==> src/rtl/seq_multiplier_n_if.sv <==
`default_nettype none
// seq_multiplier_n_if: start/busy/done handshake and operand/result bus for seq_multiplier_n.
// Carries the Acc request bit only when MULT_ACC_EN is defined.
interface seq_multiplier_n_if #(
   parameter int WIDTH = 8
);
   logic                 Start;
   logic                 Signed_Mode;
   logic [WIDTH-1:0]     A_in;
   logic [WIDTH-1:0]     B_in;
`ifdef MULT_ACC_EN
   logic                 Acc;
`endif
   logic                 Busy;
   logic                 Done;
   logic [2*WIDTH-1:0]   Product;

   modport master (
`ifdef MULT_ACC_EN
      output Acc,
`endif
      output Start, Signed_Mode, A_in, B_in,
      input  Busy, Done, Product
   );

   modport slave (
`ifdef MULT_ACC_EN
      input  Acc,
`endif
      input  Start, Signed_Mode, A_in, B_in,
      output Busy, Done, Product
   );
endinterface
`default_nettype wire

==> src/rtl/seq_multiplier_n.sv <==
`default_nettype none
// seq_multiplier_n: iterative shift-add multiplier (signed/unsigned), one add+shift per cycle.
// Optional MULT_ACC_EN adds an Acc input and an ACC state that accumulates into Product.
module seq_multiplier_n #(
   parameter int WIDTH = 8,
   parameter int CNT_W = $clog2(WIDTH + 1)
) (
   input  logic              Clk,
   input  logic              Reset_n,
   seq_multiplier_n_if.slave bus
);

   typedef enum logic [1:0] {
      IDLE = 2'd0,
      RUN  = 2'd1,
`ifdef MULT_ACC_EN
      ACC  = 2'd3,
`endif
      DONE = 2'd2
   } state_t;

   state_t               state_q, state_d;
   logic [WIDTH-1:0]     m_q, m_d;
   logic [WIDTH-1:0]     a_q, a_d;
   logic [WIDTH-1:0]     b_q, b_d;
   logic                 x_q, x_d;
   logic [CNT_W-1:0]     cnt_q, cnt_d;
   logic                 mode_q, mode_d;
   logic [2*WIDTH-1:0]   product_q, product_d;
`ifdef MULT_ACC_EN
   logic                 acc_q, acc_d;
`endif

   logic [WIDTH:0]       ext_a;
   logic [WIDTH:0]       ext_m;
   logic [WIDTH:0]       sum;
   logic                 last;

   always_comb begin
      state_d   = state_q;
      m_d       = m_q;
      a_d       = a_q;
      b_d       = b_q;
      x_d       = x_q;
      cnt_d     = cnt_q;
      mode_d    = mode_q;
      product_d = product_q;
`ifdef MULT_ACC_EN
      acc_d     = acc_q;
`endif
      ext_a = {mode_q & a_q[WIDTH-1], a_q};
      ext_m = {mode_q & m_q[WIDTH-1], m_q};
      last  = (cnt_q == CNT_W'(WIDTH - 1));
      // The sign bit of a two's-complement multiplier carries negative weight.
      if (b_q[0]) begin
         if (mode_q && last) begin
            sum = ext_a - ext_m;
         end else begin
            sum = ext_a + ext_m;
         end
      end else begin
         sum = {x_q, a_q};
      end

      case (state_q)
         IDLE, DONE: begin
            state_d = IDLE;
            if (bus.Start) begin
               m_d     = bus.A_in;
               b_d     = bus.B_in;
               a_d     = '0;
               x_d     = 1'b0;
               cnt_d   = '0;
               mode_d  = bus.Signed_Mode;
`ifdef MULT_ACC_EN
               acc_d   = bus.Acc;
`endif
               state_d = RUN;
            end
         end
         RUN: begin
            x_d   = mode_q & sum[WIDTH];
            a_d   = sum[WIDTH:1];
            b_d   = {sum[0], b_q[WIDTH-1:1]};
            cnt_d = cnt_q + CNT_W'(1);
            if (last) begin
`ifdef MULT_ACC_EN
               state_d   = ACC;
`else
               product_d = {a_d, b_d};
               state_d   = DONE;
`endif
            end
         end
`ifdef MULT_ACC_EN
         ACC: begin
            product_d = acc_q ? (product_q + {a_q, b_q}) : {a_q, b_q};
            state_d   = DONE;
         end
`endif
         default: state_d = IDLE;
      endcase
   end

   always_ff @(posedge Clk or negedge Reset_n) begin
      if (!Reset_n) begin
         state_q   <= IDLE;
         m_q       <= '0;
         a_q       <= '0;
         b_q       <= '0;
         x_q       <= 1'b0;
         cnt_q     <= '0;
         mode_q    <= 1'b0;
         product_q <= '0;
`ifdef MULT_ACC_EN
         acc_q     <= 1'b0;
`endif
      end else begin
         state_q   <= state_d;
         m_q       <= m_d;
         a_q       <= a_d;
         b_q       <= b_d;
         x_q       <= x_d;
         cnt_q     <= cnt_d;
         mode_q    <= mode_d;
         product_q <= product_d;
`ifdef MULT_ACC_EN
         acc_q     <= acc_d;
`endif
      end
   end

`ifdef MULT_ACC_EN
   assign bus.Busy = (state_q == RUN) || (state_q == ACC);
`else
   assign bus.Busy = (state_q == RUN);
`endif
   assign bus.Done    = (state_q == DONE);
   assign bus.Product = product_q;

endmodule
`default_nettype wire

==> src/flat_wrapper.sv <==
// flat-port wrapper written by rule: the top's interface ports become plain ports
module seq_multiplier_n_flat 
#(
   parameter int WIDTH = 8,
   parameter int CNT_W = $clog2(WIDTH + 1)
)
  (Clk, Reset_n, bus_Start, bus_Signed_Mode, bus_A_in, bus_B_in, bus_Busy, bus_Done, bus_Product);
  seq_multiplier_n_if #(.WIDTH(WIDTH)) bus_i ();
  input  logic Clk;
  input  logic Reset_n;
  input wire logic [$bits(bus_i.Start)-1:0] bus_Start;
  input wire logic [$bits(bus_i.Signed_Mode)-1:0] bus_Signed_Mode;
  input wire logic [$bits(bus_i.A_in)-1:0] bus_A_in;
  input wire logic [$bits(bus_i.B_in)-1:0] bus_B_in;
  output wire logic [$bits(bus_i.Busy)-1:0] bus_Busy;
  output wire logic [$bits(bus_i.Done)-1:0] bus_Done;
  output wire logic [$bits(bus_i.Product)-1:0] bus_Product;
  assign bus_i.Start = bus_Start;
  assign bus_i.Signed_Mode = bus_Signed_Mode;
  assign bus_i.A_in = bus_A_in;
  assign bus_i.B_in = bus_B_in;
  assign bus_Busy = bus_i.Busy;
  assign bus_Done = bus_i.Done;
  assign bus_Product = bus_i.Product;
  seq_multiplier_n #(.WIDTH(WIDTH), .CNT_W(CNT_W)) u_core (.Clk(Clk), .Reset_n(Reset_n), .bus(bus_i));
endmodule
==> config.mk <==
export PLATFORM = sky130hd
export DESIGN_NAME = seq_multiplier_n_flat
export DESIGN_NICKNAME = d
export VERILOG_FILES = /design/src/rtl/seq_multiplier_n_if.sv /design/src/rtl/seq_multiplier_n.sv /design/src/flat_wrapper.sv
export SDC_FILE = /design/constraint.sdc
export NUM_CORES = 1
export LEC_CHECK = 0
export CAP_MARGIN = 20
export CORE_UTILIZATION = 58
export DETAILED_ROUTE_END_ITERATION = 6
export MAX_ROUTING_LAYER = met4
export PLACE_DENSITY_LB_ADDON = 0.25
export SYNTH_ARGS = -nofsm -noshare
export SYNTH_HDL_FRONTEND = slang
export SYNTH_SLANG_ARGS = --single-unit
==> constraint.sdc <==
create_clock -name Clk -period 8.6 [get_ports Clk]
set_clock_uncertainty 0.2 [all_clocks]
set_input_delay 0.86 -clock Clk [delete_from_list [all_inputs] [get_ports Clk]]
set_output_delay 0.86 -clock Clk [all_outputs]
set_load 0.03 [all_outputs]
==> impl_metrics.csv, run 1 <==
group,metric,value,unit
synthesis,synthMuxAreaShare,2.83,%
global_routing,antenna_found_initial,0,
die,start_util,62.2,%
setup_path,cp.required,8.56,ns
die,fp.dieH,68.4,um
route,vias,2036,
synthesis,synth_nets,312,
power,ir_drop,0.229,mV
synthesis,synthArstFlopShare,100,%
sta,fin_crit_sh,39.7,%
clock_network,cts.sinks,48,
clock_network,cts.clk_slew.worst_paths,0.09,ns
clock_network,cts_root_buf,"clkbuf_8",
synthesis,synth_top_area_share,46.9,%
die,die_area,4680,sq um
setup_path,end_kind,"flop",
cells_and_area,mostFrequentLayoutCells,"nand2_1, dfrtp_1, clkdlybuf4s50_1",
synthesis,yosysSeqAreaShare,46.9,%
clock_network,h-tree-depth,2,
synthesis,yosys.area.top_type,"dfrtp_1",
route,ant_nets,0,
clock_network,ctsHoldBuffers,0,
synthesis,synth-seq-cells,48,
placement,io_buffers,37,
route,drtIter0Drc,172,
route,drc,0,
flow_run,drv_cap,0,
setup_path,crit_type,"flop to flop",
cells_and_area,mostFrequentLayoutCell,"nand2_1",
route,routed_via_density,5.56,
synthesis,synth_area,2560,sq um
setup_path,startpoint_type,"flop",
route,firstDrtPassIters,4,
cells_and_area,num-fill-cells,323,
sta,worst_pin_slew,0.768,ns
die,io_pins,38,
synthesis,syn-mean-instance-area,9.11,sq um
sta,hold_violations,0,
synthesis,yosys-top-cells-area,"dfrtp_1, nand2_1, ha_1",
placement,hpwlAfterDp,3.78,mm
power,power_leakage,1.40,nW
sta,max_slew_margin,48.7,%
clock_network,cts_buffers,5,
synthesis,synth-simple-area-share,21.6,%
synthesis,synth-edff-count,0,
clock_network,clock_latency,0.31,ns
global_routing,grt_pass1_vias,1819,
route,drt-wirelength-per-cell,14.8,um
setup_path,cp_max_fo,7,
synthesis,synth_xor_area_share,3.76,%
cells_and_area,diodes,0,
synthesis,synth_warnings,0,
global_routing,grt_pass1_wl,8.80,mm
cells_and_area,layout-drive-gt1-share,6.33,%
global_routing,track_usage,26.8,%
sta,setup_viol,0,
setup_path,reg2reg_depth,12,
die,coreArea,4120,sq um
sta,finalMaxSlewViolations,0,
synthesis,ys.flop_type,"dfrtp_1",
clock_network,post_cts_resized,0,
route,wl,5.43,mm
sta,fmax,0.293,GHz
clock_network,postCtsSetupBuffers,0,
die,die-width,68.4,um
power,p_per_area,449,nW/um^2
synthesis,synthAdderAreaFrac,5.67,%
cells_and_area,final_util,74.1,%
cells_and_area,nets,346,
clock_network,clockBufferDepth,2,
synthesis,synth_top_family_by_area,"simple AND/OR/NAND/NOR gates",
setup_path,cp_data_arrival_time,3.37,ns
global_routing,grt.overflow.total,0,
sta,rsz0062_at_grt,"no",
placement,place.gp.congestion,0.854,
worst_hold_path,hold_path.class,"primary input to asynchronous set/reset pin",
sta,tns,0,ns
synthesis,syn_inst,281,
run_status,status,"finished clean",
synthesis,synth_compound_area_share,14.9,%
global_routing,grt_max_degree,49,
synthesis,synth_cell_types,49,
clock_network,tritoncts,"built",
die,row_count,23,
cells_and_area,syn2layout_area_growth,19.2,%
sta,fin_crit,3.41,ns
==> worst paths after layout <==
check                                           start                      to  slack [ns]
worst max-delay path                  u_core.cnt_q[0]  u_core.bus.Product[12]        5.19
worst min-delay path                          Reset_n  u_core.bus.Product[10]        0.22
worst max register to register        u_core.cnt_q[0]  u_core.bus.Product[12]        5.19
worst min register to register  u_core.bus.Product[9]   u_core.bus.Product[9]        0.28
max in group asynchronous                     Reset_n              u_core.x_q        7.50
min in group Clk                u_core.bus.Product[9]   u_core.bus.Product[9]        0.28
==> synth_stat cells (all sizes together), types with 2 or more instances <==
library cell,instances
nor2,15
nand3b,2
a21oi,11
xor2,4
nor2b,5
clkbuf,8
mux2i,5
a31oi,3
o21ai,24
a22o,2
ha,10
nand3,6
a211oi,2
xnor2,7
nor3b,2
nand2,73
inv,10
dfrtp,48
o31ai,3
nand2b,4
a22oi,9
buf,5
and2,2
nor3,3
mux2,2
==> registers in the layout, indices dropped and copies added, names as in the netlist <==
| signal | flops |
|---|---|
| u_core.a_q | 8 |
| u_core.b_q | 8 |
| u_core.bus.Product | 16 |
| u_core.x_q | 1 |
| u_core.mode_q | 1 |
| u_core.cnt_q | 4 |
| u_core.state_q | 2 |
| u_core.m_q | 8 |
==> layer usage <==
layer  GRT usage [%]  wire length [um]  up-vias
li1                -                 -     1029
met1            34.7              2580      966
met2            42.8              2640       34
met3            5.00               157        7
met4            7.81                62        0
met5               -                 0        -
==> worst max-delay path, stage by stage (launching register included) <==
cell	delay (ns)
dfrtp_1	0.39
ha_1	0.20
and3b_1	0.32
nand2_1	0.15
o21ai_0	0.29
inv_1	0.08
ha_1	0.28
nor2b_1	0.14
o21a_1	0.17
o21ai_1	0.25
nor2_1	0.08
a2111oi_0	0.53
o21ai_0	0.19
==> power by group <==
group / leakage [nW] / switching, mW / internal, mW
Sequential: 0.592 / 0.100 / 0.336
Clock: 0.0516 / 0.0760 / 0.0658
Combinational: 0.753 / 0.449 / 0.341
Total: 1.40 / 0.626 / 0.743
==> stage by stage <==
step / instances / hold slack (ns) / worst slack (ns) / total power [mW] / cell area [sq um]
after floorplan: 281 / 0.250 / 5.69 / 1.00 / 2560
after global placement: 356 / 0.257 / 5.44 / 1.19 / 2920
after detailed placement: 356 / 0.262 / 5.24 / 1.22 / 2920
after CTS: 364 / 0.284 / 5.20 / 1.37 / 3020
after global routing: 366 / 0.224 / 4.93 / 1.48 / 3050
final: 366 / 0.217 / 5.19 / 1.37 / 3050
==> layout make-up <==
| cell class | count | area [sq um] | share of cell area, % |
|---|---|---|---|
| multi-input cells | 210 | 1250 | 40.9 |
| flip-flops and latches | 48 | 1200 | 39.4 |
| well taps | 50 | 62.6 | 2.05 |
| clock inverters | 2 | 13.8 | 0.451 |
| clock buffers | 6 | 82.6 | 2.71 |
| repair buffers | 40 | 404 | 13.2 |
| inverters | 10 | 37.5 | 1.23 |
==> logic make-up (layout without fill, tap and decap cells) <==
kind of cell / count (synthesis) / after routing
simple gates: 120 / 120
fa+ha+maj: 11 / 11
xor+xnor: 11 / 11
flops: 48 / 48
mux: 7 / 7
buf+inv: 23 / 58
compound gates: 61 / 61
No activity file was read; power rests on OpenSTA's default activity.
==> run 2: changes to the inputs <==
Settings changed: CORE_UTILIZATION 58 to 54.
Clock period 8.6 ns to 3.4 ns, I/O delays scaled along.
==> impl_metrics.csv, run 2 (synthesis gave the netlist of run 1 again) <==
group,metric,value,unit
cells_and_area,syn2layout_area_growth,21.2,%
global_routing,grt.overflow.total,0,
route,drtIter0Drc,133,
clock_network,cts_buffers,5,
placement,io_buffers,37,
route,routed_via_density,5.64,
route,firstDrtPassIters,4,
setup_path,cp-startpoint,"u_core.cnt_q[0]",
global_routing,grt_max_degree,49,
power,power,3.56,mW
sta,fin_crit_sh,92.1,%
power,p_int,1.97,mW
route,drc,0,
power,p_comb_share,56.7,%
power,p_per_area,1150,nW/um^2
global_routing,grt_pass1_vias,2008,
sta,hold_violations,0,
worst_hold_path,hold_path.class,"primary input to asynchronous set/reset pin",
global_routing,track_usage,24.3,%
sta,tns,0,ns
setup_path,end_kind,"flop",
die,io_pins,38,
die,start_util,57.6,%
cells_and_area,regArea,1200,sq um
sta,worst_pin_slew,0.786,ns
placement,hpwlAfterDp,3.69,mm
power,pwr-share-seq,31.1,%
cells_and_area,final_util,69.8,%
cells_and_area,largest_reg_flops,16,
die,row_count,24,
cells_and_area,mostFrequentLayoutCell,"nand2_1",
cells_and_area,nets,348,
global_routing,grt_pass1_wl,9.23,mm
setup_path,crit_type,"flop to flop",
setup_path,r2r_start,"u_core.cnt_q[0]",
die,coreArea,4440,sq um
run_status,status,"finished clean",
clock_network,tritoncts,"built",
route,ant_nets,0,
sta,max_slew_margin,47.6,%
power,ir_drop,0.575,mV
clock_network,cts_root_buf,"clkbuf_8",
die,die_area,5020,sq um
cells_and_area,num-fill-cells,349,
power,switching_share,44.6,%
clock_network,cts.clk_slew.worst_paths,0.09,ns
die,fp.dieH,70.9,um
clock_network,cts.sinks,48,
setup_path,startpoint_type,"flop",
route,wl,5.26,mm
setup_path,cp_max_fo,7,
clock_network,postCtsSetupBuffers,0,
sta,fin_crit,3.13,ns
setup_path,cp_data_arrival_time,3.12,ns
cells_and_area,mostFrequentLayoutCells,"nand2_1, dfrtp_1, clkdlybuf4s50_1",
sta,setup_viol,0,
power,power_leakage,1.42,nW
sta,finalMaxSlewViolations,0,
sta,rsz0062_at_grt,"no",
setup_path,cp.required,3.39,ns
clock_network,clock_latency,0.30,ns
cells_and_area,multiInputGateArea,1260,sq um
route,drt-wirelength-per-cell,14.2,um
sta,fmax,0.319,GHz
power,power.switching,1.59,mW
die,die-width,70.9,um
flow_run,drv_cap,0,
route,vias,2088,
placement,place.gp.congestion,0.882,
cells_and_area,layout-drive-gt1-share,7.23,%
global_routing,antenna_found_initial,0,
clock_network,clockBufferDepth,2,
power,pwr-share-clk,12.2,%
clock_network,h-tree-depth,2,
cells_and_area,diodes,0,
## run 2: per-layer routing
layer	track usage, %	vias up	routed length [um]
li1	-	1032	-
met1	32.8	994	2400
met2	35.6	50	2530
met3	5.56	12	216
met4	9.78	0	111
met5	-	-	0
## run 2: worst max-delay path: stages, from the launching register on
cell and delay [ns]:
dfrtp_1 0.42, ha_1 0.24, and3b_1 0.27, and2_2 0.26, a21oi_1 0.16, xnor2_1 0.14, ha_1 0.30, a21oi_1 0.16
nand2_1 0.10, a41o_1 0.21, a21oi_1 0.16, xor2_1 0.28, o21ai_1 0.11
## run 2: area by class of cell
cell class / instances / share of cell area [%]
clock buffer: 6 / 2.66
clock inverter: 2 / 1.25
inverter: 10 / 1.21
multi-input combinational: 210 / 40.6
sequential: 48 / 38.7
tap: 52 / 2.10
timing repair buffer: 42 / 13.5
## run 2: power by group through the flow
| stage | combinational (mW) | clock, mW | sequential, mW |
|---|---|---|---|
| after global routing | 2.25 | 0.467 | 1.14 |
| after global placement | 1.92 | 0 | 1.10 |
| final | 2.02 | 0.435 | 1.11 |
| after floorplan | 1.32 | 0 | 1.22 |
| after CTS | 1.97 | 0.445 | 1.10 |
| after detailed placement | 1.97 | 0 | 1.11 |
## run 2: path summary, 6_finish.rpt
check / end / slack [ns] / cells after the start
max: u_core.bus.Product[15] / 0.27 / 12
min: u_core.m_q[7] / 0.22 / 2
max reg2reg: u_core.bus.Product[15] / 0.27 / 12
min reg2reg: u_core.bus.Product[3] / 0.28 / 2
max in group asynchronous: u_core.cnt_q[3] / 2.30 / 3
min in group Clk: u_core.bus.Product[3] / 0.28 / 2
## run 2: metrics by stage
stage               std cells  setup slack, ns  hold WS (ns)  instance area (sq um)
floorplan                 281            0.493        -0.156                   2560
detailed placement        359           0.0889         0.262                   2930
global placement          359            0.261         0.260                   2930
CTS                       367           0.0631        0.0585                   3050
global route              370            0.102         0.244                   3100
finish                    370            0.268         0.224                   3100
## run 2: timing repair
item	CTS	global route
hold buffers	0	1
hold endpoints to repair	0	8
setup endpoints to repair	0	2
gates resized for setup	0	4
==> run 3: changes to the inputs <==
Settings changed: CORE_ASPECT_RATIO from default to 0.8, PLACE_DENSITY_LB_ADDON 0.25 to 0.05.
==> impl_metrics.csv, run 3 (synthesis gave the netlist of run 1 again) <==
group,metric,value,unit
cells_and_area,num-fill-cells,391,
setup_path,r2r_start,"u_core.cnt_q[0]",
run_status,status,"finished clean",
global_routing,grt_pass1_vias,1944,
sta,fmax,0.326,GHz
setup_path,regToRegSetupSlack,0.33,ns
die,die-width,79.0,um
sta,setup_viol,0,
setup_path,cp.depth,12,
route,drc,0,
cells_and_area,multiInputGateArea,1250,sq um
global_routing,busiest_layer,"met2",
die,start_util,56.0,%
setup_path,timing.rr.end,"u_core.bus.Product[15]",
global_routing,grtUsageMet2,37.8,%
setup_path,cp_data_arrival_time,3.05,ns
cells_and_area,largest_reg_flops,16,
die,fp.dieH,63.6,um
setup_path,cpLargestDelayFamily,"compound AO/OA/AOI/OAI gates",
placement,io_buffers,37,
setup_path,end_kind,"flop",
clock_network,tritoncts,"built",
sta,fin_crit_sh,90.3,%
setup_path,cp-startpoint,"u_core.cnt_q[0]",
setup_path,cp_max_fo,5,
route,wl,5.40,mm
sta,rsz0062_at_grt,"no",
die,die_area,5020,sq um
setup_path,startpoint_type,"flop",
placement,post_dp_cell_area,2960,sq um
worst_hold_path,hold_path.class,"primary input to asynchronous set/reset pin",
clock_network,cts.clk_slew.worst_paths,0.08,ns
clock_network,cts.sinks,48,
setup_path,slowest_delay,0.41,ns
setup_path,cp_num_buf_inv,0,
global_routing,track_usage,26.0,%
placement,place.gp.congestion,0.823,
sta,tns,0,ns
route,routed_via_density,5.43,
global_routing,grt_use_met3,5.65,%
route,drt-wirelength-per-cell,14.3,um
setup_path,reg2reg_depth,12,
power,ir_drop,0.556,mV
setup_path,endpoint,"u_core.bus.Product[15]",
setup_path,cp.required,3.38,ns
setup_path,crit_type,"flop to flop",
clock_network,h-tree-depth,2,
global_routing,grt_pass1_wl,9.52,mm
cells_and_area,mostFrequentLayoutCells,"nand2_1, dfrtp_1, clkdlybuf4s50_1",
die,row_count,22,
clock_network,clockBufferDepth,2,
sta,finalMaxSlewViolations,0,
flow_run,drv_cap,0,
global_routing,use_met1,35.9,%
cells_and_area,layout-drive-gt1-share,6.60,%
die,coreArea,4570,sq um
cells_and_area,stdcell_area,3070,sq um
clock_network,cts_root_buf,"clkbuf_8",
setup_path,crit_path_top_delay_cell,"dfrtp_1",
cells_and_area,diodes,0,
route,firstDrtPassIters,4,
power,p_per_area,1120,nW/um^2
sta,fin_crit,3.07,ns
sta,hold_violations,0,
placement,hpwlAfterDp,3.73,mm
cells_and_area,syn2layout_area_growth,19.9,%
clock_network,cts_buffers,5,
setup_path,crit_chain,"ha_1, and3b_1, and2_2, a21oi_1, xnor2_1, ha_1, a21oi_1, nand2_1, a41o_1, a21oi_1, xor2_1, o21ai_1",
power,power_leakage,1.40,nW
cells_and_area,nets,349,
sta,worst_pin_slew,0.771,ns
cells_and_area,regArea,1200,sq um
die,io_pins,38,
cells_and_area,mostFrequentLayoutCell,"nand2_1",
setup_path,cp_common_cell,"a21oi_1",
route,ant_nets,0,
global_routing,grt_max_degree,49,
global_routing,grt.overflow.total,0,
route,drtIter0Drc,153,
route,vias,2053,
clock_network,postCtsSetupBuffers,0,
clock_network,clock_latency,0.30,ns
sta,max_slew_margin,48.6,%
global_routing,antenna_found_initial,0,
-- run 3: cell types whose count changed in the layout (fill, tap and decap cells not counted), sizes merged --
| cell | change |
|---|---|
| buf | +1 |
| bufinv | -1 |
-- run 3: layout make-up --
cell class | count | share of cell area [%]
flip-flops and latches | 48 | 39.1
clock inverters | 1 | 0.163
inverters | 10 | 1.22
clock buffers | 6 | 2.36
repair buffers | 43 | 13.9
well taps | 60 | 2.44
multi-input cells | 210 | 40.8
-- run 3: power breakdown --
group	leakage (nW)	total [mW]	switching, mW	internal (mW)
Combinational	0.767	2.01	1.13	0.875
Sequential	0.592	1.10	0.251	0.849
Clock	0.0410	0.317	0.177	0.140
Total	1.40	3.43	1.56	1.86
-- run 3: what timing repair did --
| action | 4_1_cts | 5_1_grt |
|---|---|---|
| hold endpoints to repair | 0 | 10 |
| endpoints found under the setup margin | 0 | 2 |
| gates resized for setup | 0 | 3 |
| hold buffers | 0 | 1 |
-- run 3: how the worst min path moves through the flow --
stage,startpoint,endpoint
after floorplan,Reset_n,u_core.a_q[0]
after global placement,u_core.bus.Product[6],u_core.bus.Product[6]
after detailed placement,u_core.bus.Product[4],u_core.bus.Product[4]
after CTS,Reset_n,u_core.m_q[0]
after global routing,Reset_n,u_core.a_q[2]
final,Reset_n,u_core.m_q[0]
-- run 3: worst reg2reg max path: cells and delay by family (launching register included) --
kind	cells	cell delay, ns
DFF	1	0.41
xor gates and xnor gates	2	0.41
and+or+nand+nor	3	0.55
adders and majority gates	2	0.54
AOI/OAI and AO/OA	5	0.84
-- run 3: routing by layer --
metal	vias up	share of wire [%]	routed length, um
met5	-	0	0
met4	0	1.5	79
met3	8	5.8	315
met2	61	44	2350
met1	952	49	2650
li1	1032	-	-
-- run 3: stage by stage --
stage | cells | utilization [%] | hold WS [ns] | setup slack, ns | total power [mW]
5_1_grt | 378 | 67.2 | 0.260 | 0.0824 | 3.74
6_report | 378 | 67.2 | 0.238 | 0.331 | 3.43
4_1_cts | 376 | 66.4 | 0.0545 | 0.202 | 3.42
3_3_place_gp | 369 | 64.7 | 0.258 | 0.331 | 3.05
3_5_place_dp | 369 | 64.7 | 0.262 | 0.219 | 3.09
2_1_floorplan | 281 | - | -0.156 | 0.493 | 2.54
